### config.mk
export PLATFORM = sky130hd
export DESIGN_NAME = jtframe_sdram_rrarb
export DESIGN_NICKNAME = d
export VERILOG_FILES = /design/src/rtl/jtframe_sdram_rrarb.sv
export SDC_FILE = /design/constraint.sdc
export NUM_CORES = 1
export LEC_CHECK = 0
export ABC_AREA = 1
export CAP_MARGIN = 20
export CORE_UTILIZATION = 43
export CTS_CLUSTER_SIZE = 20
export DETAILED_ROUTE_END_ITERATION = 12
export GPL_TIMING_DRIVEN = 0
export PLACE_DENSITY = 0.87
export SLEW_MARGIN = 5
export SYNTH_ARGS = -nofsm -noshare
export SYNTH_HDL_FRONTEND = slang
export SYNTH_SLANG_ARGS = --single-unit
### constraint.sdc
create_clock -name clk -period 5.5 [get_ports clk]
set_input_delay 0.825 -clock clk [delete_from_list [all_inputs] [get_ports clk]]
set_output_delay 0.825 -clock clk [all_outputs]
set_load 0.05 [all_outputs]
### src/rtl/jtframe_sdram_rrarb.sv
// jtframe_sdram_rrarb
// Round-robin arbiter sharing one SDRAM controller port among NSLOTS requesters.
// Latches the winner's command, routes data strobes back to the granted slot only,
// and aborts an access that sees no data_rdy within TIMEOUT cycles (0 = no watchdog).
// Optional feature macro: JTFRAME_SDRAM_RRARB_PRIO0_EN
//   defined     -> slot 0 wins whenever it is eligible; slots 1..NSLOTS-1 rotate.
//   not defined -> all slots rotate fairly.
//
// state | meaning
// ------+-----------------------------------------------
// IDLE  | no access in flight, waiting for a request
// CMD   | sdram_rd/sdram_wr asserted, waiting for sdram_ack
// WAIT  | command accepted, waiting for data_rdy
module jtframe_sdram_rrarb #(
  parameter int SDRAMW  = 22,
  parameter int NSLOTS  = 4,
  parameter int TIMEOUT = 255
) (
  input  logic                     clk,
  input  logic                     rst_n,
  input  logic [NSLOTS-1:0]        slot_req,
  input  logic [NSLOTS-1:0]        slot_we,
  input  logic [NSLOTS*SDRAMW-1:0] slot_addr,
  input  logic [NSLOTS*16-1:0]     slot_din,
  input  logic [NSLOTS*2-1:0]      slot_wrmask,
  output logic [NSLOTS-1:0]        slot_sel,
  output logic [NSLOTS-1:0]        slot_ok,
  output logic [NSLOTS-1:0]        slot_dst,
  output logic [NSLOTS-1:0]        slot_err,
  input  logic                     sdram_ack,
  input  logic                     data_rdy,
  input  logic                     data_dst,
  output logic                     sdram_rd,
  output logic                     sdram_wr,
  output logic [SDRAMW-1:0]        sdram_addr,
  output logic [15:0]              data_write,
  output logic [1:0]               sdram_wrmask
);

  localparam int PW  = (NSLOTS > 1) ? $clog2(NSLOTS) : 1;
  localparam int WDW = (TIMEOUT > 1) ? $clog2(TIMEOUT + 1) : 1;
  localparam logic [WDW-1:0] WD_LAST   = (TIMEOUT > 0) ? WDW'(TIMEOUT - 1) : '0;
  localparam logic [PW-1:0]  LAST_SLOT = PW'(NSLOTS - 1);

  generate
    if (NSLOTS < 2 || NSLOTS > 8) begin : g_nslots_check
      $error("jtframe_sdram_rrarb: NSLOTS must be in the range 2..8");
    end
  endgenerate

  typedef enum logic [1:0] {
    IDLE = 2'd0,
    CMD  = 2'd1,
    WAIT = 2'd2
  } state_t;

  state_t              r_state, w_state_nxt;
  logic [NSLOTS-1:0]   r_sel,   w_sel_nxt;
  logic [NSLOTS-1:0]   r_err,   w_err_nxt;
  logic                r_rd,    w_rd_nxt;
  logic                r_wr,    w_wr_nxt;
  logic [SDRAMW-1:0]   r_addr,  w_addr_nxt;
  logic [15:0]         r_dw,    w_dw_nxt;
  logic [1:0]          r_mask,  w_mask_nxt;
  logic [PW-1:0]       r_ptr,   w_ptr_nxt;
  logic [WDW-1:0]      r_wd,    w_wd_nxt;

  logic [NSLOTS-1:0]   w_active;
  logic [NSLOTS-1:0]   w_cand;
  logic                w_found;
  logic [PW-1:0]       w_win;
  logic [PW-1:0]       w_win_inc;
  logic                w_done;
  logic                w_tmo;
  logic                w_issue;

  // The slot being served is excluded, so it cannot win its own done cycle
  assign w_active = slot_req & ~r_sel;

`ifdef JTFRAME_SDRAM_RRARB_PRIO0_EN
  assign w_cand = w_active & ~NSLOTS'(1);
`else
  assign w_cand = w_active;
`endif

  // Winner search: first candidate at or above the pointer, wrapping to slot 0
  always_comb begin
    w_found = 1'b0;
    w_win   = '0;
    for (int k = 0; k < NSLOTS; k++) begin
      if (!w_found && w_cand[(int'(r_ptr) + k) % NSLOTS]) begin
        w_found = 1'b1;
        w_win   = PW'((int'(r_ptr) + k) % NSLOTS);
      end
    end
`ifdef JTFRAME_SDRAM_RRARB_PRIO0_EN
    if (w_active[0]) begin
      w_found = 1'b1;
      w_win   = '0;
    end
`endif
  end

  assign w_win_inc = (w_win == LAST_SLOT) ? '0 : w_win + 1'b1;

  // data_rdy while the command is still pending counts as ack and completion at once
  assign w_done = (r_state != IDLE) && data_rdy;
  assign w_tmo  = (TIMEOUT > 0) && (r_state != IDLE) && !w_done && (r_wd == WD_LAST);

  // Next-state and next-register computation
  always_comb begin
    w_state_nxt = r_state;
    w_sel_nxt   = r_sel;
    w_err_nxt   = '0;
    w_rd_nxt    = r_rd;
    w_wr_nxt    = r_wr;
    w_addr_nxt  = r_addr;
    w_dw_nxt    = r_dw;
    w_mask_nxt  = r_mask;
    w_ptr_nxt   = r_ptr;
    w_wd_nxt    = r_wd;
    w_issue     = 1'b0;

    case (r_state)
      IDLE: begin
        w_issue = w_found;
      end
      CMD, WAIT: begin
        if (w_done) begin
          // Back-to-back issue when someone else is waiting, otherwise release
          w_issue = w_found;
          if (!w_found) begin
            w_state_nxt = IDLE;
            w_sel_nxt   = '0;
            w_rd_nxt    = 1'b0;
            w_wr_nxt    = 1'b0;
            w_wd_nxt    = '0;
          end
        end else if (w_tmo) begin
          w_state_nxt = IDLE;
          w_err_nxt   = r_sel;
          w_sel_nxt   = '0;
          w_rd_nxt    = 1'b0;
          w_wr_nxt    = 1'b0;
          w_wd_nxt    = '0;
        end else begin
          if (r_state == CMD && sdram_ack) begin
            w_state_nxt = WAIT;
            w_rd_nxt    = 1'b0;
            w_wr_nxt    = 1'b0;
          end
          if (TIMEOUT > 0) begin
            w_wd_nxt = r_wd + 1'b1;
          end
        end
      end
      default: begin
        w_state_nxt = IDLE;
        w_sel_nxt   = '0;
        w_rd_nxt    = 1'b0;
        w_wr_nxt    = 1'b0;
        w_wd_nxt    = '0;
      end
    endcase

    if (w_issue) begin
      w_state_nxt = CMD;
      w_sel_nxt   = NSLOTS'(1) << w_win;
      w_rd_nxt    = ~slot_we[w_win];
      w_wr_nxt    = slot_we[w_win];
      w_addr_nxt  = slot_addr[int'(w_win)*SDRAMW +: SDRAMW];
      w_dw_nxt    = slot_din[int'(w_win)*16 +: 16];
      w_mask_nxt  = slot_we[w_win] ? slot_wrmask[int'(w_win)*2 +: 2] : 2'b11;
      w_wd_nxt    = '0;
`ifdef JTFRAME_SDRAM_RRARB_PRIO0_EN
      // Slot 0 grants leave the rotation among the other slots untouched
      if (w_win != '0) begin
        w_ptr_nxt = w_win_inc;
      end
`else
      w_ptr_nxt = w_win_inc;
`endif
    end
  end

  // FSM state register
  always_ff @(posedge clk or negedge rst_n) begin
    if (!rst_n) begin
      r_state <= IDLE;
    end else begin
      r_state <= w_state_nxt;
    end
  end

  // Grant, command, watchdog and rotation registers
  always_ff @(posedge clk or negedge rst_n) begin
    if (!rst_n) begin
      r_sel  <= '0;
      r_err  <= '0;
      r_rd   <= 1'b0;
      r_wr   <= 1'b0;
      r_addr <= '0;
      r_dw   <= '0;
      r_mask <= 2'b11;
      r_ptr  <= '0;
      r_wd   <= '0;
    end else begin
      r_sel  <= w_sel_nxt;
      r_err  <= w_err_nxt;
      r_rd   <= w_rd_nxt;
      r_wr   <= w_wr_nxt;
      r_addr <= w_addr_nxt;
      r_dw   <= w_dw_nxt;
      r_mask <= w_mask_nxt;
      r_ptr  <= w_ptr_nxt;
      r_wd   <= w_wd_nxt;
    end
  end

  assign slot_sel     = r_sel;
  assign slot_ok      = {NSLOTS{data_rdy}} & r_sel;
  assign slot_dst     = {NSLOTS{data_dst}} & r_sel;
  assign slot_err     = r_err;
  assign sdram_rd     = r_rd;
  assign sdram_wr     = r_wr;
  assign sdram_addr   = r_addr;
  assign data_write   = r_dw;
  assign sdram_wrmask = r_mask;

endmodule

Yosys cells after proc, flatten, opt, wreduce, memory -nomap -nowiden
Cells that the tools add are included.
{ "op_classes": {"mul": 1, "div_mod_pow": 0, "reduce_logical": 20, "bitwise_logic": 8, "n_lt_le_gt_ge": 5, "addsub": 5, "muxes": 51, "eq_ne": 8, "shifts": 4} }
{ "ops": {"columns": ["op", "n"], "rows": [
  ["indexed part select 88 x 8 -> 22 bit", 1],
  ["indexed part select 64 x 7 -> 16 bit", 1],
  ["2-to-1 mux 8 bit", 4],
  ["2-to-1 mux 4 bit", 7],
  ["2-to-1 mux 2 bit", 11],
  ["2-to-1 mux 1 bit", 19],
  ["case mux 8 bit (2 select lines)", 1],
  ["bitwise AND 4 bit", 3],
  ["< comparator 3 x 4 -> 1 bit, second input constant", 3],
  ["binary-select mux 1 bit (select 2 bit)", 5],
  ["adder 8 x 1 -> 8 bit, second input constant", 1],
  ["== test 8 bit, second input constant", 1],
  ["!= test 4 bit, second input constant", 2],
  ["case mux 4 bit (2 select lines)", 1],
  ["OR reduction 2 bit", 4],
  ["indexed part select 8 x 4 -> 2 bit", 1],
  ["logical AND 1 bit", 7],
  ["< comparator 2 x 3 -> 1 bit, second input constant", 2],
  ["multiplier 2 x 4 -> 6 bit, second input constant", 1],
  ["AND reduction 3 bit", 2],
  ["!= test 5 bit, second input constant", 1],
  ["adder 2 x 1 -> 2 bit, second input constant", 2],
  ["adder 2 bit, second input constant", 2],
  ["== test 2 bit, second input constant", 2],
  ["other kinds (12)", 18]
]} }
{ "word_totals": {"mem_count": 0, "wordCells": 112, "reg_bits": 62, "output_inout_bits": 58, "rom_bits": 0, "latchBits": 0, "input_bits": 173, "ramBits": 0} }

Longest topological paths before layout
Gate-level depths: netlist of run 1.
{ "logic_depth": {"word_depth": 18, "ltp_mapped": 17, "mapped_depth_nobuf": 15} }

Worst setup path before layout of run 1
OpenSTA, ideal clock, no wires.
{ "synth_path": {"path_type": "input -> register", "start": "input slot_req[3]", "end": "register r_sel[0] (netlist: slot_sel[0])", "arrival_time_ps": 2087, "path_stages": 10, "setup_time_ps": 121, "setup_slack_ps": 3292, "path_buffers": 2, "t_required_ps": 5379, "cell_sequence": "nand3_1 -> nand2_1 -> nor2_1 -> nand3_2 -> nand2_2 -> nand2_4 -> buf_6 -> buf_4 -> ha_1 -> a22o_1"} }
{ "synth_via": {"elab_chain_cells": 17, "word_cells_on_any_way": 34, "classes_between": "eq/ne: 3; shift: 1; mux: 22; bitwise: 1; reduce/logical: 7"} }
{ "synth_rtl": {"columns": ["element", "line", "source"], "rows": [
  ["start, declared", "21", "input logic [NSLOTS-1:0] slot_req,"],
  ["bitwise AND 4 bit *", "78", "assign w_active = slot_req & ~r_sel;"],
  ["binary-select mux 1 bit (select 2 bit)", "91", "if (!w_found && w_cand[(int'(r_ptr) + k) % NSLOTS]) begin"],
  ["2-to-1 mux 1 bit (implied by the code)", "91", null],
  ["2-to-1 mux 1 bit", "91", null],
  ["zero test 1 bit", "91", null],
  ["logical AND 1 bit", "91", null],
  ["2-to-1 mux 1 bit", "91", null],
  ["zero test 1 bit", "91", null],
  ["logical AND 1 bit", "91", null],
  ["2-to-1 mux 1 bit", "91", null],
  ["zero test 1 bit", "91", null],
  ["logical AND 1 bit", "91", null],
  ["2-to-1 mux 1 bit", "91", null],
  ["2-to-1 mux 1 bit", "129", "if (w_done) begin"],
  ["case mux 1 bit (2 select lines)", "124", "case (r_state)"],
  ["!= test 4 bit (no line) or != test 2 bit (tied branches)", null, null],
  ["AND reduction 3 bit (no line)", null, null],
  ["end signal, assigned", "208", "r_sel <= w_sel_nxt;"],
  ["end, declared", "58", "logic [NSLOTS-1:0] r_sel, w_sel_nxt;"]
]} }
Mark *: on every way between the ends. The rest lies on a longest branch, timed or not. The select of a mux whose other input is x is not followed.
A chain may end at the register's enable or synchronous reset.

Final worst setup path of run 1
{ "layout_path": {"start": "input data_rdy", "end": "output slot_ok[2]"} }
{ "layout_via": {"elab_chain_cells": 1} }
{ "layout_rtl": {"columns": ["element", "line", "source"], "rows": [
  ["start, declared", "31", "input logic data_rdy,"],
  ["bitwise AND 4 bit", "221", "assign slot_ok = {NSLOTS{data_rdy}} & r_sel;"],
  ["end, declared", "27", "output logic [NSLOTS-1:0] slot_ok,"]
]} }
No other way between the ends.

==> results.cfg, run 1 <==
[run_status]
outcome = finished clean

[job]
max-cap-violations = 0

[logic_synthesis]
synth_area_sq_um = 4300
synth_fp_nets = 837
synth_most_common_cell = nand2_1
synth_cell_type_count = 29
yosys_warnings = 0
synth_cells = 655
netlist_top_cells_area = dfrtp_1, nand2_1, nand3_1
synth_top_area_frac = 0.349
synth_top_cell_by_area = dfrtp_1
synth_top_flop_cell = dfrtp_1
ys_ff_latch = 62
async_flop_share = 1.00
synth.cells.most_frequent = nand2_1, nand3_1, dfrtp_1
synth_edf_count = 0
synth_area_per_cell_sq_um = 6.56
ys_seq_area_frac = 0.362

[route]
drt-initial-drc-count = 226
ant_nets = 0
viasPerCell = 5.20
drc = 0
finalWirelength_um = 15200
wl_per_cell_um = 14.7
dr.pass1.iters = 5
num_vias = 5377

[clocking]
cts_sinks = 62
path_clk_slew_ns = 0.06
cts_buffers = 9
root_buffer = clkbuf_8
clock_latency_ns = 0.35
htreeDepth = 3
cts.repair.resized = 0
cts_hold_buf = 0
post-cts-setup-buffers = 0
clockBufferDepth = 2
cts_tree = done

[critical_path]
crit_top_cell = clkdlybuf4s50_1
crit_type = input pin to output port
path_max_fanout = 6
path_cells = clkdlybuf4s50_1, nand2_1, inv_1, clkdlybuf4s50_1
end_kind = output port
cpMaxStageDelayCell = clkdlybuf4s50_1
cp-start-kind = input pin
critical_path_required_ns = 4.68
critPathArrivalTime_ns = 2.38
cpPeakStageDelay_ns = 0.79

[sta]
timing.setup.tns_ns = 0
worst_pin_slew_ns = 0.787
slew_violations = 0
final_hold_viol_count = 0
period_needed_ns = 3.20
relSlewSlack = 0.475
rsz0062_at_grt = false
fin_crit_sh = 0.582
setup_viol = 0
max_freq_mhz = 312
fin_skew_ns = 0.00840

[floorplan]
die_width_um = 102
initial_core_util = 0.442
fp.dieH_um = 102
num_rows = 36
io_pins = 231
dieArea_sq_um = 10400
core-area_sq_um = 9730

[final_layout]
register_area_sq_um = 1550
multi_input_comb_area_sq_um = 2360
fillers = 838
final_util = 0.714
drive_above_1_share = 0.0688
area_growth_pct = 61.6
layout.nets = 1078
antenna_cells = 0

[placed_design]
dpl.hpwl_um = 11600
gp_congestion = 0.918
port_buffers = 230

[global_route]
grt_usage = 0.299
grt_pass1_wl_um = 24000
grt_max_degree = 63
antenna_found_initial = 0
grt_pass1_vias = 5234
grt-ovfl-total = 0

[power_and_ir_drop]
leakagePower_uw = 0.00332
peakVddDrop_uv = 350
pwr_density_cell_nw_per_um2 = 756

[min_path]
min_path_type = register to register
==> layout make-up <==
type	instances	area share
Tap cell	133	0.0240
Clock inverter	5	0.00721
Multi-Input combinational cell	518	0.340
Buffer	38	0.0341
Clock buffer	11	0.0189
Inverter	37	0.0207
Timing Repair Buffer	230	0.331
Sequential cell	62	0.224
==> worst max-delay path: cells and delay by family <==
kind,cells,cell delay [ns]
buffers and inverters,3,1.46
AND/OR/NAND/NOR,1,0.09
==> per-stage QoR <==
step | area, sq um | hold slack (ns) | cells | setup slack [ns] | total power (uW)
after detailed placement | 6760 | 0.457 | 1018 | 2.30 | 4820
after CTS | 6940 | 0.468 | 1034 | 2.29 | 5230
final | 6940 | 0.466 | 1034 | 2.30 | 5250
after global placement | 6770 | 0.458 | 1018 | 1.61 | 4720
after floorplan | 4300 | 0.478 | 655 | 3.29 | 3610
after global routing | 6940 | 0.480 | 1034 | 2.20 | 5700
==> state kept, by name (all words and copies together) (netlist names) <==
name and count:
data_write 16, r_ptr 2, r_state 2, r_wd 8, sdram_addr 22, sdram_rd 1
sdram_wr 1, sdram_wrmask 2, slot_err 4, slot_sel 4
==> placed cells by master (no fill, tap or decap), drive strengths merged <==
master | Yosys | final
nand3 | 154 | 154
nand2 | 308 | 308
a21oi | 5 | 5
ha | 9 | 9
nand4 | 4 | 4
clkbuf | 7 | 18
inv | 37 | 37
bufinv | 0 | 1
clkinv | 0 | 4
o22ai | 1 | 1
nor2 | 11 | 11
dfrtp | 60 | 60
clkdlybuf4s50 | 0 | 229
xor2 | 5 | 5
or2 | 1 | 1
nor3 | 1 | 1
nor4 | 6 | 6
dfstp | 2 | 2
a22o | 3 | 3
nand3b | 1 | 1
buf | 31 | 32
o21ai | 9 | 9
==> power breakdown <==
group          switching [uW]  internal (uW)
clock network             187            207
logic                    2710           1340
registers                 121            680
total                    3020           2230
==> kinds of logic after synthesis <==
| group | share of synthesized area |
|---|---|
| flip-flops | 0.362 |
| AND/OR/NAND/NOR | 0.489 |
| XOR/XNOR | 0.0102 |
| AO/OA/AOI/OAI | 0.0248 |
| buffers and inverters | 0.0885 |
| adder cells (fa/ha/maj) | 0.0262 |
==> final timing paths <==
path / from / end / slack [ns] / cells past startpoint
max: data_rdy / slot_ok[2] / 2.30 / 4
min: sdram_wrmask[1] / sdram_wrmask[1] / 0.47 / 2
max reg2reg: r_ptr[0] / data_write[2] / 3.17 / 12
min reg2reg: sdram_wrmask[1] / sdram_wrmask[1] / 0.47 / 2
max in group asynchronous: rst_n / r_wd[0] / 4.42 / 1
min in group asynchronous: rst_n / data_write[2] / 0.55 / 1
==> routing by layer <==
metal | up-vias | part of all wire | track usage | wire (um)
met2 | 275 | 0.50 | 0.519 | 7620
met5 | - | 0 | 0 | 0
met1 | 2476 | 0.40 | 0.354 | 6050
met3 | 39 | 0.074 | 0.0650 | 1130
li1 | 2587 | - | - | -
met4 | 0 | 0.028 | 0.132 | 434
Note: power is estimated with default switching activity, not from simulation.
==> run 2: changes to the inputs <==
--- a/config.mk
+++ b/config.mk
@@ -7,11 +7,11 @@
 export LEC_CHECK = 0
 export ABC_AREA = 1
 export CAP_MARGIN = 20
-export CORE_UTILIZATION = 43
+export CORE_UTILIZATION = 40
 export CTS_CLUSTER_SIZE = 20
 export DETAILED_ROUTE_END_ITERATION = 12
 export GPL_TIMING_DRIVEN = 0
-export PLACE_DENSITY = 0.87
+export PLACE_DENSITY = 0.82
 export SLEW_MARGIN = 5
 export SYNTH_ARGS = -nofsm -noshare
 export SYNTH_HDL_FRONTEND = slang
==> constraint.sdc (replaced) <==
create_clock -name clk -period 3.2 [get_ports clk]
set_input_delay 0.48 -clock clk [delete_from_list [all_inputs] [get_ports clk]]
set_output_delay 0.48 -clock clk [all_outputs]
set_load 0.05 [all_outputs]
==> results.cfg, run 2 (synthesis results as in run 1) <==
[run_status]
outcome = finished clean

[critical_path]
critical_path_required_ns = 2.72
r2r_slack_ns = 0.85
cpMaxStageDelayCell = clkdlybuf4s50_1
crit_family = buffers and inverters
ff2ff_path_depth = 13
crit_type = input pin to output port
r2r_end = sdram_addr[6]
path_cells = clkdlybuf4s50_1, nand2_1, inv_1, clkdlybuf4s50_1
critPathBufInv = 3
path_depth = 4
rr_startpoint = slot_sel[1]
crit_top_cell = clkdlybuf4s50_1
path_max_fanout = 6
critPathArrivalTime_ns = 2.01
cp-start-kind = input pin
cpPeakStageDelay_ns = 0.79
end_kind = output port

[global_route]
grt_max_degree = 63
antenna_found_initial = 0
grt_pass1_wl_um = 23800
grt-ovfl-total = 0
grt_usage = 0.270
grt_pass1_vias = 5116

[clocking]
path_clk_slew_ns = 0.07
cts_tree = done
root_buffer = clkbuf_8
post-cts-setup-buffers = 0
clockBufferDepth = 2
cts_sinks = 62
cts_hold_buf = 0
clock_latency_ns = 0.34
cts_buffers = 9
htreeDepth = 3
cts.repair.resized = 0

[sta]
whs_ns = 0.216
fin_crit_sh = 0.778
fin_ws_ns = 0.710
worst_pin_slew_ns = 0.787
slew_violations = 0
setup_viol = 0
fin_skew_ns = 0.00645
final_hold_viol_count = 0
period_needed_ns = 2.49
max_freq_mhz = 402
rsz0062_at_grt = false
relSlewSlack = 0.475

[power_and_ir_drop]
leakagePower_uw = 0.00334
p_int_uw = 3950
total_power_uw = 9050
switching_power_uw = 5100
p_sw_frac = 0.563
p_comb_frac = 0.761
peakVddDrop_uv = 758
pwr_density_cell_nw_per_um2 = 1300
p_clk_frac = 0.087
power_frac_seq = 0.152

[min_path]
min_path_type = input pin to async pin

[floorplan]
initial_core_util = 0.414
num_rows = 37
core-area_sq_um = 10400
io_pins = 231
fp.dieH_um = 106
dieArea_sq_um = 11200
die_width_um = 106

[final_layout]
fillers = 890
final_cell_mix = nand2_1, clkdlybuf4s50_1, nand3_1
final_common_cell = nand2_1
area_growth_pct = 62.6
drive_above_1_share = 0.0700
final-instance-count-excl-fill = 1036
layout.nets = 1078
antenna_cells = 0
largest_reg_flops = 22

[placed_design]
gp_congestion = 0.914
place_inst = 1021
port_buffers = 230
dpl.hpwl_um = 11500
place_ws_ns = 0.452

[job]
max-cap-violations = 0

[route]
ant_nets = 0
viasPerCell = 5.06
dr.pass1.iters = 5
wl_per_cell_um = 14.3
num_vias = 5247
drc = 0
drt-initial-drc-count = 308
finalWirelength_um = 14800
-- run 2: final cells by class --
| cell class | count | area (sq um) | area share |
|---|---|---|---|
| clock buffer | 11 | 151 | 0.0217 |
| sequential | 62 | 1550 | 0.222 |
| inverter | 37 | 144 | 0.0206 |
| tap | 136 | 170 | 0.0244 |
| buffer | 38 | 236 | 0.0338 |
| timing repair buffer | 230 | 2300 | 0.329 |
| clock inverter | 4 | 70.1 | 0.0100 |
| multi-input combinational | 518 | 2360 | 0.338 |
-- run 2: worst max-delay path by stage --
stage,slack (ns),from,to
floorplan,1.0,slot_sel[2],slot_sel[0]
global placement,-0.29,rst_n,sdram_addr[2]
detailed placement,0.45,slot_req[1],sdram_addr[6]
CTS,0.71,data_rdy,slot_ok[0]
global route,0.61,slot_req[3],data_write[13]
finish,0.71,data_rdy,slot_ok[0]
-- run 2: metal layers --
metal  vias to the layer above  wire length, um  track usage
met5                         -                0            0
met4                         0              554        0.133
met1                      2406             6020        0.316
li1                       2583                -            -
met2                       217             7250        0.466
met3                        41             1020       0.0575
-- run 2: power groups by stage --
stage          logic, uW  clock network [uW]  registers, uW
5_1_grt             7580                 831           1420
2_1_floorplan       3890                   0           2320
4_1_cts             6910                 796           1380
3_3_place_gp        6740                   0           1380
6_report            6890                 784           1380
3_5_place_dp        6880                   0           1380
-- run 2: stage by stage --
step	instance area [sq um]	TNS [ns]	util
floorplan	4300	0	-
global placement	6770	-16.90	0.653
detailed placement	6770	0	0.653
CTS	6990	0	0.674
global route	6990	0	0.674
finish	6990	0	0.674
